### config.mk
export PLATFORM = sky130hd
export DESIGN_NAME = cp0
export DESIGN_NICKNAME = d
export VERILOG_FILES = /design/src/rtl/cp0.sv
export SDC_FILE = /design/constraint.sdc
export NUM_CORES = 1
export LEC_CHECK = 0
export BUFFER_PORTS_ARGS = -buffer_cell sky130_fd_sc_hd__buf_4
export CAP_MARGIN = 20
export CORE_ASPECT_RATIO = 0.8
export CORE_MARGIN = 2
export CORE_UTILIZATION = 47
export DETAILED_ROUTE_END_ITERATION = 6
export HOLD_SLACK_MARGIN = 0.06
export PLACE_DENSITY_LB_ADDON = 0.12
export REMOVE_ABC_BUFFERS = 1
export SLEW_MARGIN = 40
export SYNTH_ARGS = -nofsm -noshare
export SYNTH_HDL_FRONTEND = slang
export SYNTH_SLANG_ARGS = --single-unit
### constraint.sdc
create_clock -name clk -period 2.5 [get_ports clk]
set_clock_uncertainty 0.2 [all_clocks]
set_input_delay 0.5 -clock clk [delete_from_list [all_inputs] [get_ports clk]]
set_output_delay 0.5 -clock clk [all_outputs]
set_load 0.01 [all_outputs]
### src/rtl/cp0.sv
// Coprocessor-0: SR/Cause/EPC/PRId, exception/interrupt entry request, mfc0/mtc0/eret.
// Entry request is combinational so the PC and CP0 both commit the entry on the same edge.
module cp0 #(
    parameter logic [31:0] PRID = 32'h5059_4A5A
) (
    input  logic        clk,
    input  logic        reset,
    input  logic [4:0]  A,
    input  logic [31:0] DIn,
    input  logic        WE,
    input  logic [31:0] VPC,
    input  logic        BDIn,
    input  logic [4:0]  ExcCodeIn,
    input  logic [5:0]  HWInt,
    input  logic        EXLClr,
    output logic        Req,
    output logic [31:0] EPCOut,
    output logic [31:0] DOut
);

    logic [5:0]  im_q, im_d;
    logic        exl_q, exl_d;
    logic        ie_q, ie_d;
    logic        bd_q, bd_d;
    logic [5:0]  ip_q, ip_d;
    logic [4:0]  exc_code_q, exc_code_d;
    logic [31:0] epc_q, epc_d;
    logic [31:0] victim_pc;
    logic        int_req, exc_req;

    assign int_req = reset & ie_q & ~exl_q & (|(HWInt & im_q));
    assign exc_req = reset & ~exl_q & (ExcCodeIn != 5'd0);
    assign Req     = int_req | exc_req;

    assign victim_pc = BDIn ? (VPC - 32'd4) : VPC;

    always_comb begin
        im_d       = im_q;
        exl_d      = exl_q;
        ie_d       = ie_q;
        bd_d       = bd_q;
        ip_d       = HWInt;
        exc_code_d = exc_code_q;
        epc_d      = epc_q;
        if (Req) begin
            exl_d      = 1'b1;
            exc_code_d = int_req ? 5'd0 : ExcCodeIn;
            bd_d       = BDIn;
            epc_d      = {victim_pc[31:2], 2'b00};
        end else begin
            if (WE && A == 5'd12) begin
                im_d  = DIn[15:10];
                exl_d = DIn[1];
                ie_d  = DIn[0];
            end
            if (WE && A == 5'd14)
                epc_d = {DIn[31:2], 2'b00};
            // eret wins over a same-cycle mtc0 to SR for the EXL bit
            if (EXLClr)
                exl_d = 1'b0;
        end
    end

    always_ff @(posedge clk or negedge reset) begin
        if (!reset) begin
            im_q       <= 6'd0;
            exl_q      <= 1'b0;
            ie_q       <= 1'b0;
            bd_q       <= 1'b0;
            ip_q       <= 6'd0;
            exc_code_q <= 5'd0;
            epc_q      <= 32'd0;
        end else begin
            im_q       <= im_d;
            exl_q      <= exl_d;
            ie_q       <= ie_d;
            bd_q       <= bd_d;
            ip_q       <= ip_d;
            exc_code_q <= exc_code_d;
            epc_q      <= epc_d;
        end
    end

    assign EPCOut = epc_q;

    always_comb begin
        DOut = 32'd0;
        case (A)
            5'd12:   DOut = {16'd0, im_q, 8'd0, exl_q, ie_q};
            5'd13:   DOut = {bd_q, 15'd0, ip_q, 3'd0, exc_code_q, 2'b00};
            5'd14:   DOut = epc_q;
            5'd15:   DOut = PRID;
            default: DOut = 32'd0;
        endcase
    end

endmodule
After elaboration in Yosys (flattened, before gate mapping). Cells that the tools add are included.

Flip-flop bits (word level): 52. Input bits: 85. Output and inout bits: 65.

Bitwise operators: 9. Add/subtract/negate cells: 1. Reduce and logical (&&, ||, !) cells: 7. Multiplexer cells: 8. Equality and inequality tests: 4.

Operator list (count): $pmux 32 s4 (1); $mux 32 (3); $sub 32x3->32 const B (1); $eq 5x4->1 const B (4); $and 6x6->6 (1); $reduce_or 6->1 (1); $and 1x1->1 (5); $mux 5 (1); $reduce_bool 5->1 (1); $mux 1 (3); $reduce_bool 3->1 (1); $logic_and 1x1->1 (2); $not 1->1 (2); $reduce_and 2->1 (1); $reduce_bool 2->1 (1); $or 1x1->1 (1).

Logic depth before layout (Yosys ltp). Gate-level depths: netlist (run 1).

Depth in word-level cells: 6. Gate-level depth with buffers: 8.

Worst setup path after synthesis (run 1). OpenSTA, ideal clock, no wires.

Path kind: input port to output port. Start: in ExcCodeIn[1]. End: out Req. Slack: 0.187 ns. Arrival time: 1.613 ns. Buffers on the path: 2. Stages on the path: 6. Cells stage by stage: or4_1 > nor2_1 > a21o_1 > buf_4 > inv_2 > clkbuf_1.

Cells in the longest elaborated chain, start to end: 3.

RTL lines: start, declared (RTL line 13) `input logic [4:0] ExcCodeIn,`; $reduce_bool 5->1 (RTL line 32) `assign exc_req = reset & ~exl_q & (ExcCodeIn != 5'd0);`; $and 1x1->1 (RTL line 32); $or 1x1->1 (RTL line 33) `assign Req = int_req | exc_req;`; end, declared (RTL line 16) `output logic Req,`.

Every way passes these cells.

Worst setup path in the final report (run 1).
Start: reg im_q[1]. End: out Req.

Cells in the longest elaborated chain, start to end: 4.

RTL lines: start, declared (RTL line 21) `logic [5:0] im_q, im_d;`; start signal, assigned (RTL line 74) `im_q <= im_d;`; $and 6x6->6 (RTL line 31) `assign int_req = reset & ie_q & ~exl_q & (|(HWInt & im_q));`; $reduce_or 6->1 (RTL line 31); $and 1x1->1 (RTL line 31); $or 1x1->1 (RTL line 33).

Every way passes these cells.

==> summary.md, run 1 <==
| Metric | Value |
|---|---|
| Status | completed |
| I/O pins | 150 |
| Combinational power share | 33.2% |
| Sequential power share | a little over two fifths |
| Post-synth EDFFs | 0 |
| Number of buffers added on ports | roughly 150 |
| Clock Latency Late Sink | ~0.31 ns |
| Met3 Use GR | 5.049% |
| Antenna Cells | 0 |
| TritonCTS clock tree | done |
| Clk slew on worst S/H paths | 0.10 ns |
| Tmin final | between 2 and 2.5 ns |
| Cell Rows | 26 |
| HP Class | input pin to flop |
| Final setup viols | 0 |
| HPWL after DPL | around 7 mm |
| Period utilization | between 90% and 100% |
| Vias in the first global route | between 3,000 and 4,000 |
| Die W | 96.41 um |
| GR Layer Usage met2 | about 40% |
| Synth unique cells | between 40 and 50 |
| Post-CTS Hold Fix Bufs | 0 |
| GR peak layer | met2 |
| M1 GR Usage | 34.57% |
| Synthesized area | approximately 3200 um^2 |
| Worst Setup End Kind | output pin |
| Top_reg_cell synth | dfrtp_1 |
| Total CTS buffers | 5 |
| Max_cap viols | 0 |
| Mapped Cells | 341 |
| Global-route wire length before repair | 14.59 mm |
| Core Box Area | ~6500 um^2 |
| Ratio of cells with drive above 1 in the final layout | 42.80% |
| # DRC | 0 |
| Max Slew Vio Count | 0 |
| Drt total wl | approximately 9.1 mm |
| Area growth syn-to-layout | 41.23% |
| Synthesis warning total | 0 |
| Layout Utilization | between 60% and 70% |
| NetSw | ~790 uW |
| CP Class | flop to output pin |
| Slowest CP cell | dfrtp_1 |
| Gp weighted congestion | around 0.81 |
| FF+latch count, synth | 50 |
| P_leak | slightly above 2 nW |
| Routed WL per cell | roughly 16 um |
| Startpoint Class | flop |
| GRT Util Overall | about a quarter |
| Initial Utilization | about 49% |
| Die area | 7512 um^2 |
| Largest net degree at the start of global routing | slightly above 50 |
| Worst path arrival time | between 1.5 and 2 ns |
| Max Fclk | 417.8 MHz |
| Delay-heaviest family, CP | compound AO/OA/AOI/OAI gates |
| DR vias | 3,066 |
| Pwr/cell area | ~560 nW/um^2 |
| H-tree depth | 2 |
| Sequential share of the synthesized area | 38.97% |
| Clock power share | a little under a quarter |
| Worst Tran Pin Value | 0.6423 ns |
| GRT Residual Overflow | 0 |
| Maximum VDD drop | around 0.00027 V |
| Slew margin rel. | a little under three fifths |
| Critical Path RT | ~1.8 ns |
| CP bufs+invs | 2 |
| Crit-path max FO | 3 |
| DRT Pass-1 Iters | 4 |
| Clk sinks | 50 |
| Hold WS | around 0.1 ns |
| Initial antenna violation count | 0 |
| Power Internal | ~1.7 mW |
| Crit-path cells | a22o_1 -> o31ai_2 -> a21o_1 -> inv_2 -> buf_4 |
| Drt initial violations | 84 |
| Final nets | roughly 570 |
| Hold Fails Final Rpt | 0 |
| Crit-path max cell delay | around 0.41 ns |
| Unrepaired setup endpoints after global routing | false |
| Number of routed nets with antenna violations | 0 |
| Clk buf depth | 2 |
| Switch share | 31.52% |
| DIE HEIGHT | 77.93 um |
| Fraction of registers with async set/reset | 100.0% |
| Avg Vias per Cell | around 5.4 |
| Fillers | ~540 |
| CTS root buf | clkbuf_8 |
| Synth Area per Inst | about 9.4 um^2 |
==> sequential cells by signal (all words and copies together), names as in the netlist <==
name	cells
ip_q	6
exl_q	1
EPCOut	30
exc_code_q	5
bd_q	1
im_q	6
ie_q	1
==> through the flow <==
step	power [mW]	instances	setup TNS, ns	instance area, um^2	worst slack, ns
floorplan	1.479	321	-10.96	3118	-0.4320
global placement	1.920	562	0	4414	0.1399
detailed placement	1.940	562	0	4414	0.1209
CTS	2.533	570	0	4527	0.04073
global route	2.668	570	0	4534	0.02467
finish	2.521	570	0	4534	0.1063
==> layer usage <==
metal  wire (um)  up-vias
li1            -     1491
met1        4200     1458
met2        4219      110
met3         666        7
met4          54        0
met5           0        -
==> cell type report <==
type | instances | area [um^2] | share of cell area (%)
Multi-Input combinational cell | 268 | 1863 | 41.09
Sequential cell | 50 | 1251 | 27.59
Timing Repair Buffer | 157 | 1191 | 26.27
Tap cell | 84 | 105.1 | 2.318
Clock buffer | 5 | 68.82 | 1.518
Clock inverter | 3 | 43.79 | 0.9658
Inverter | 3 | 11.26 | 0.2483
==> power groups by stage <==
stage	combinational (mW)	sequential [mW]	clock (mW)
2_1_floorplan	0.346	1.13	0
3_3_place_gp	0.815	1.10	0
3_5_place_dp	0.833	1.11	0
4_1_cts	0.836	1.09	0.602
5_1_grt	0.915	1.12	0.634
6_report	0.836	1.10	0.589
==> cells in the mapped netlist (all sizes together) (2+ instances only) <==
library cell / n / area share [%]
nand4: 2 / 0.58
mux2: 31 / 11
a21oi: 32 / 5.1
nand2b: 2 / 0.39
a22oi: 3 / 0.70
inv: 3 / 0.35
xor2: 5 / 1.4
nand2: 17 / 2.5
o21ai: 11 / 1.7
clkbuf: 13 / 1.5
nor2: 54 / 6.3
nor2b: 5 / 0.97
dfrtp: 50 / 39
a22o: 8 / 2.2
nor3: 9 / 1.6
nor4: 9 / 3.1
nor4b: 2 / 1.0
o31ai: 2 / 0.47
or3: 4 / 0.94
o221a: 2 / 0.70
or4: 5 / 1.2
nand3b: 2 / 0.47
mux2i: 13 / 4.1
and3: 16 / 3.2
xnor2: 23 / 6.3
nand3: 3 / 0.47
buf: 8 / 1.5
==> path summary, 6_finish.rpt <==
check	from	endpoint	slack (ns)	cells after the start
hold / removal	HWInt[2]	ip_q[2]	0.10	1
setup / recovery	im_q[1]	Req	0.11	5
max in group asynchronous	reset	EPCOut[10]	1.55	2
setup reg to reg	im_q[1]	EPCOut[12]	0.43	7
hold reg to reg	exc_code_q[0]	exc_code_q[0]	0.32	1
min in group asynchronous	reset	exc_code_q[3]	0.11	2
==> layout by cell type, fill, tap and decap left out, types with 5 or more instances in the layout <==
cell type / n
a21oi_1: 31
mux2i_1: 13
or4_1: 5
nand2_1: 14
xnor2_1: 23
o21ai_0: 11
a22o_1: 8
nor2_1: 54
dfrtp_1: 50
buf_4: 156
nor4_1: 5
xor2_1: 5
mux2_2: 25
and3_1: 15
nor2b_1: 5
nor3_1: 8
mux2_1: 6
clkbuf_8: 5
==> kinds of logic after synthesis <==
kind of cell | synth area share [%]
buffers and inverters | 3.351
and+or+nand+nor | 23.03
DFF | 38.97
muxes | 14.93
other | 0.1168
AOI/OAI and AO/OA | 11.57
xor gates and xnor gates | 7.638
adders and majority gates | 0.3896
==> worst reg2reg max path, cell delays in order, from the launching register on <==
cell and delay, ns:
dfrtp_1 0.41, a22o_1 0.23, o31ai_2 0.34, a21o_1 0.20
inv_2 0.06, buf_4 0.23, a211oi_1 0.21, a21oi_1 0.06
==> what timing repair did <==
item | 4_1_cts | 5_1_grt
gates resized for setup | 0 | 2
setup buffers | 0 | 0
setup endpoints to repair | 0 | 2
Note: power is estimated with default switching activity, not from simulation.
==> inputs of run 2 (changes only) <==
==> constraint.sdc (replaced) <==
create_clock -name clk -period 2.3 [get_ports clk]
set_clock_uncertainty 0.2 [all_clocks]
set_input_delay 0.46 -clock clk [delete_from_list [all_inputs] [get_ports clk]]
set_output_delay 0.46 -clock clk [all_outputs]
set_load 0.01 [all_outputs]
==> run 2 against run 1 <==
  * The flow now finishes with violations (setup timing)
  * Combinational power up 12%
  * Via count up 2.4%
  * Design area increased by 2.8%
  * Critical path type unchanged
  * Largest cell class unchanged
==> summary.md, run 2 (synthesis gave the netlist of run 1 again) <==
| Metric | Value |
|---|---|
| Status | finished with violations |
| Violated checks | setup timing |
| Worst path arrival time | 1.66 ns (-0.03 ns) |
| Gp weighted congestion | 0.7971 (-1.8%) |
| HP Class | input pin to asynchronous set/reset pin |
| Critical Path RT | 1.64 ns (-0.16 ns) |
| Slowest CP cell | dfrtp_1 |
| GRT Util Overall | 25.64% (+0.98 points) |
| Clk slew on worst S/H paths | 0.10 ns (about the same) |
| Routed WL per cell | 15.95 um (-0.55%) |
| Startpoint Class | flop |
| Hold Fails Final Rpt | 0 (unchanged) |
| Antenna Cells | 0 (unchanged) |
| Fillers | 520 (-3.5%) |
| Pwr/cell area | 577.2 nW/um^2 (+3.8%) |
| GRT Residual Overflow | 0 (unchanged) |
| Number of buffers added on ports | 145 (unchanged) |
| FF-to-FF setup slack | 0.33 ns (-0.10 ns) |
| Cell Rows | 26 (unchanged) |
| DRT Pass-1 Iters | 4 (unchanged) |
| Maximum VDD drop | 0.0003363 V (+27%) |
| Delay-heaviest family, CP | compound AO/OA/AOI/OAI gates |
| Tmin final | around 2.3 ns |
| Placed Cells incl. Taps | 572 (+1.8%) |
| Post-CTS setup repair buffer count | 0 (unchanged) |
| Drt initial violations | 137 (+63%) |
| Crit-path max FO | 4 (+1) |
| Period utilization | 101.0% |
| Global-route wire length before repair | 15.03 mm (+3.0%) |
| Setup TNS | -0.02337 ns (-0.02337 ns) |
| Max_cap viols | 0 (unchanged) |
| Setup WS pre-CTS | -0.01738 ns (-0.1383 ns) |
| FF-to-FF path depth | 7 (unchanged) |
| Combinational power share | 34.8% (+1.6 points) |
| Total CTS buffers | 5 (unchanged) |
| Die area | 7512 um^2 (unchanged) |
| Final nets | 587 (+2.8%) |
| TritonCTS clock tree | done |
| Crit-path max cell delay | 0.41 ns (about the same) |
| Drt total wl | 9.345 mm (+2.2%) |
| Metal3 WL | 750 um (+13%) |
| Clk buf depth | 2 (unchanged) |
| I/O pins | 150 (unchanged) |
| Clock power share | 20.9% (-2.5 points) |
| Die W | 96.41 um (unchanged) |
| Clk sinks | 50 (unchanged) |
| DIE HEIGHT | 77.93 um (unchanged) |
| Worst Tran Pin Value | 0.6375 ns (-0.004719 ns) |
| Avg Vias per Cell | 5.360 (-0.35%) |
| Worst reg2reg path startpoint | im_q[1] |
| Largest net degree at the start of global routing | 51 (unchanged) |
| Max Slew Vio Count | 0 (unchanged) |
| # DRC | 0 (unchanged) |
| Slew margin rel. | 57.50% (+0.31 points) |
| Ratio of cells with drive above 1 in the final layout | 43.43% (+0.63 points) |
| Power Internal | 1.797 mW (+4.1%) |
| DR vias | 3,141 (+2.4%) |
| CP Depth | 5 (unchanged) |
| Final worst slack | -0.02337 ns (-0.1297 ns) |
| Max FFs per register | 30 (unchanged) |
| Register area | 1251 um^2 (unchanged) |
| Number of routed nets with antenna violations | 0 (unchanged) |
| Sequential power share | 44.4% (+0.9 points) |
| WL met1 | 4.222 mm (+0.52%) |
| Highest metal used | met4 |
| Initial Utilization | 49.35% (unchanged) |
| NetSw | 894.2 uW (+13%) |
| Vias in the first global route | 3,124 (+1.7%) |
| Switch share | 33.22% (+1.7 points) |
| Initial antenna violation count | 0 (unchanged) |
| CP bufs+invs | 2 (unchanged) |
| Commonest non-fill, non-tap cell in the layout | buf_4 |
| Most frequent cells in the layout | 166 x buf_4, 54 x nor2_1, 50 x dfrtp_1 |
| CP Class | flop to output pin |
| Clock Latency Late Sink | 0.31 ns (about the same) |
| Multi-input gate area | 1872 um^2 (+0.47%) |
| Met2 WL | 4.294 mm (+1.8%) |
| Crit-path cells | a22o_1 -> o31ai_4 -> a21o_1 -> inv_2 -> buf_4 |
| HPWL after DPL | 7.130 mm (+2.3%) |
| Worst Setup End Kind | output pin |
| Worst Setup SP | im_q[1] |
| Fin cells | 586 (+2.8%) |
| Core Box Area | 6506 um^2 (unchanged) |
| Max Fclk | ~430 MHz |
| P_leak | 2.143 nW (+3.3%) |
| Unrepaired setup endpoints after global routing | true |
| Area growth syn-to-layout | 45.25% |
| CTS root buf | clkbuf_8 |
| Final setup viols | 1 (+1) |
| H-tree depth | 2 (unchanged) |
## run 2: cell types whose count changed in the layout (fill, tap and decap cells not counted), sizes merged
cell	delta
dlygate4sd3	+6
inv	+1
bufinv	-1
buf	+10
## run 2: per-stage QoR
step / hold WS, ns / utilization [%] / total power [mW] / area, um^2
after CTS: 0.09634 / 71.63 / 2.703 / 4661
final: 0.05900 / 71.67 / 2.691 / 4663
after floorplan: -0.03559 / - / 1.607 / 3118
after detailed placement: 0.2938 / 69.00 / 2.125 / 4489
after global routing: 0.1280 / 71.67 / 2.860 / 4663
after global placement: 0.2872 / 69.00 / 2.100 / 4489
## run 2: repair_timing
item,CTS,global route
hold buffers,6,0
gates resized for setup,2,1
hold endpoints to repair,6,0
pin swaps,1,0
endpoints found under the setup margin,1,8
## run 2: area by class of cell
class	instances	share of cell area, %
repair buffers	173	28.44
multi-input cells	268	40.14
clock inverters	3	0.6171
inverters	3	0.2415
clock buffers	5	1.476
flip-flops and latches	50	26.83
well taps	84	2.254
## run 2: metal layers
metal	global-route usage [%]	vias to the layer above
li1	-	1533
met1	35.90	1483
met2	41.94	117
met3	4.951	8
met4	4.085	0
met5	0	-
## run 2: worst paths after layout
kind,end
max,Req
min,exc_code_q[2]
max reg2reg,EPCOut[12]
min reg2reg,exc_code_q[1]
max in group asynchronous,EPCOut[20]
min in group clk,exl_q
## run 2: power by group through the flow
| stage | clock network [mW] | registers (mW) | logic [mW] |
|---|---|---|---|
| 2_1_floorplan | 0 | 1.23 | 0.376 |
| 3_3_place_gp | 0 | 1.20 | 0.898 |
| 3_5_place_dp | 0 | 1.21 | 0.918 |
| 4_1_cts | 0.570 | 1.19 | 0.939 |
| 5_1_grt | 0.613 | 1.22 | 1.03 |
| 6_report | 0.561 | 1.19 | 0.936 |
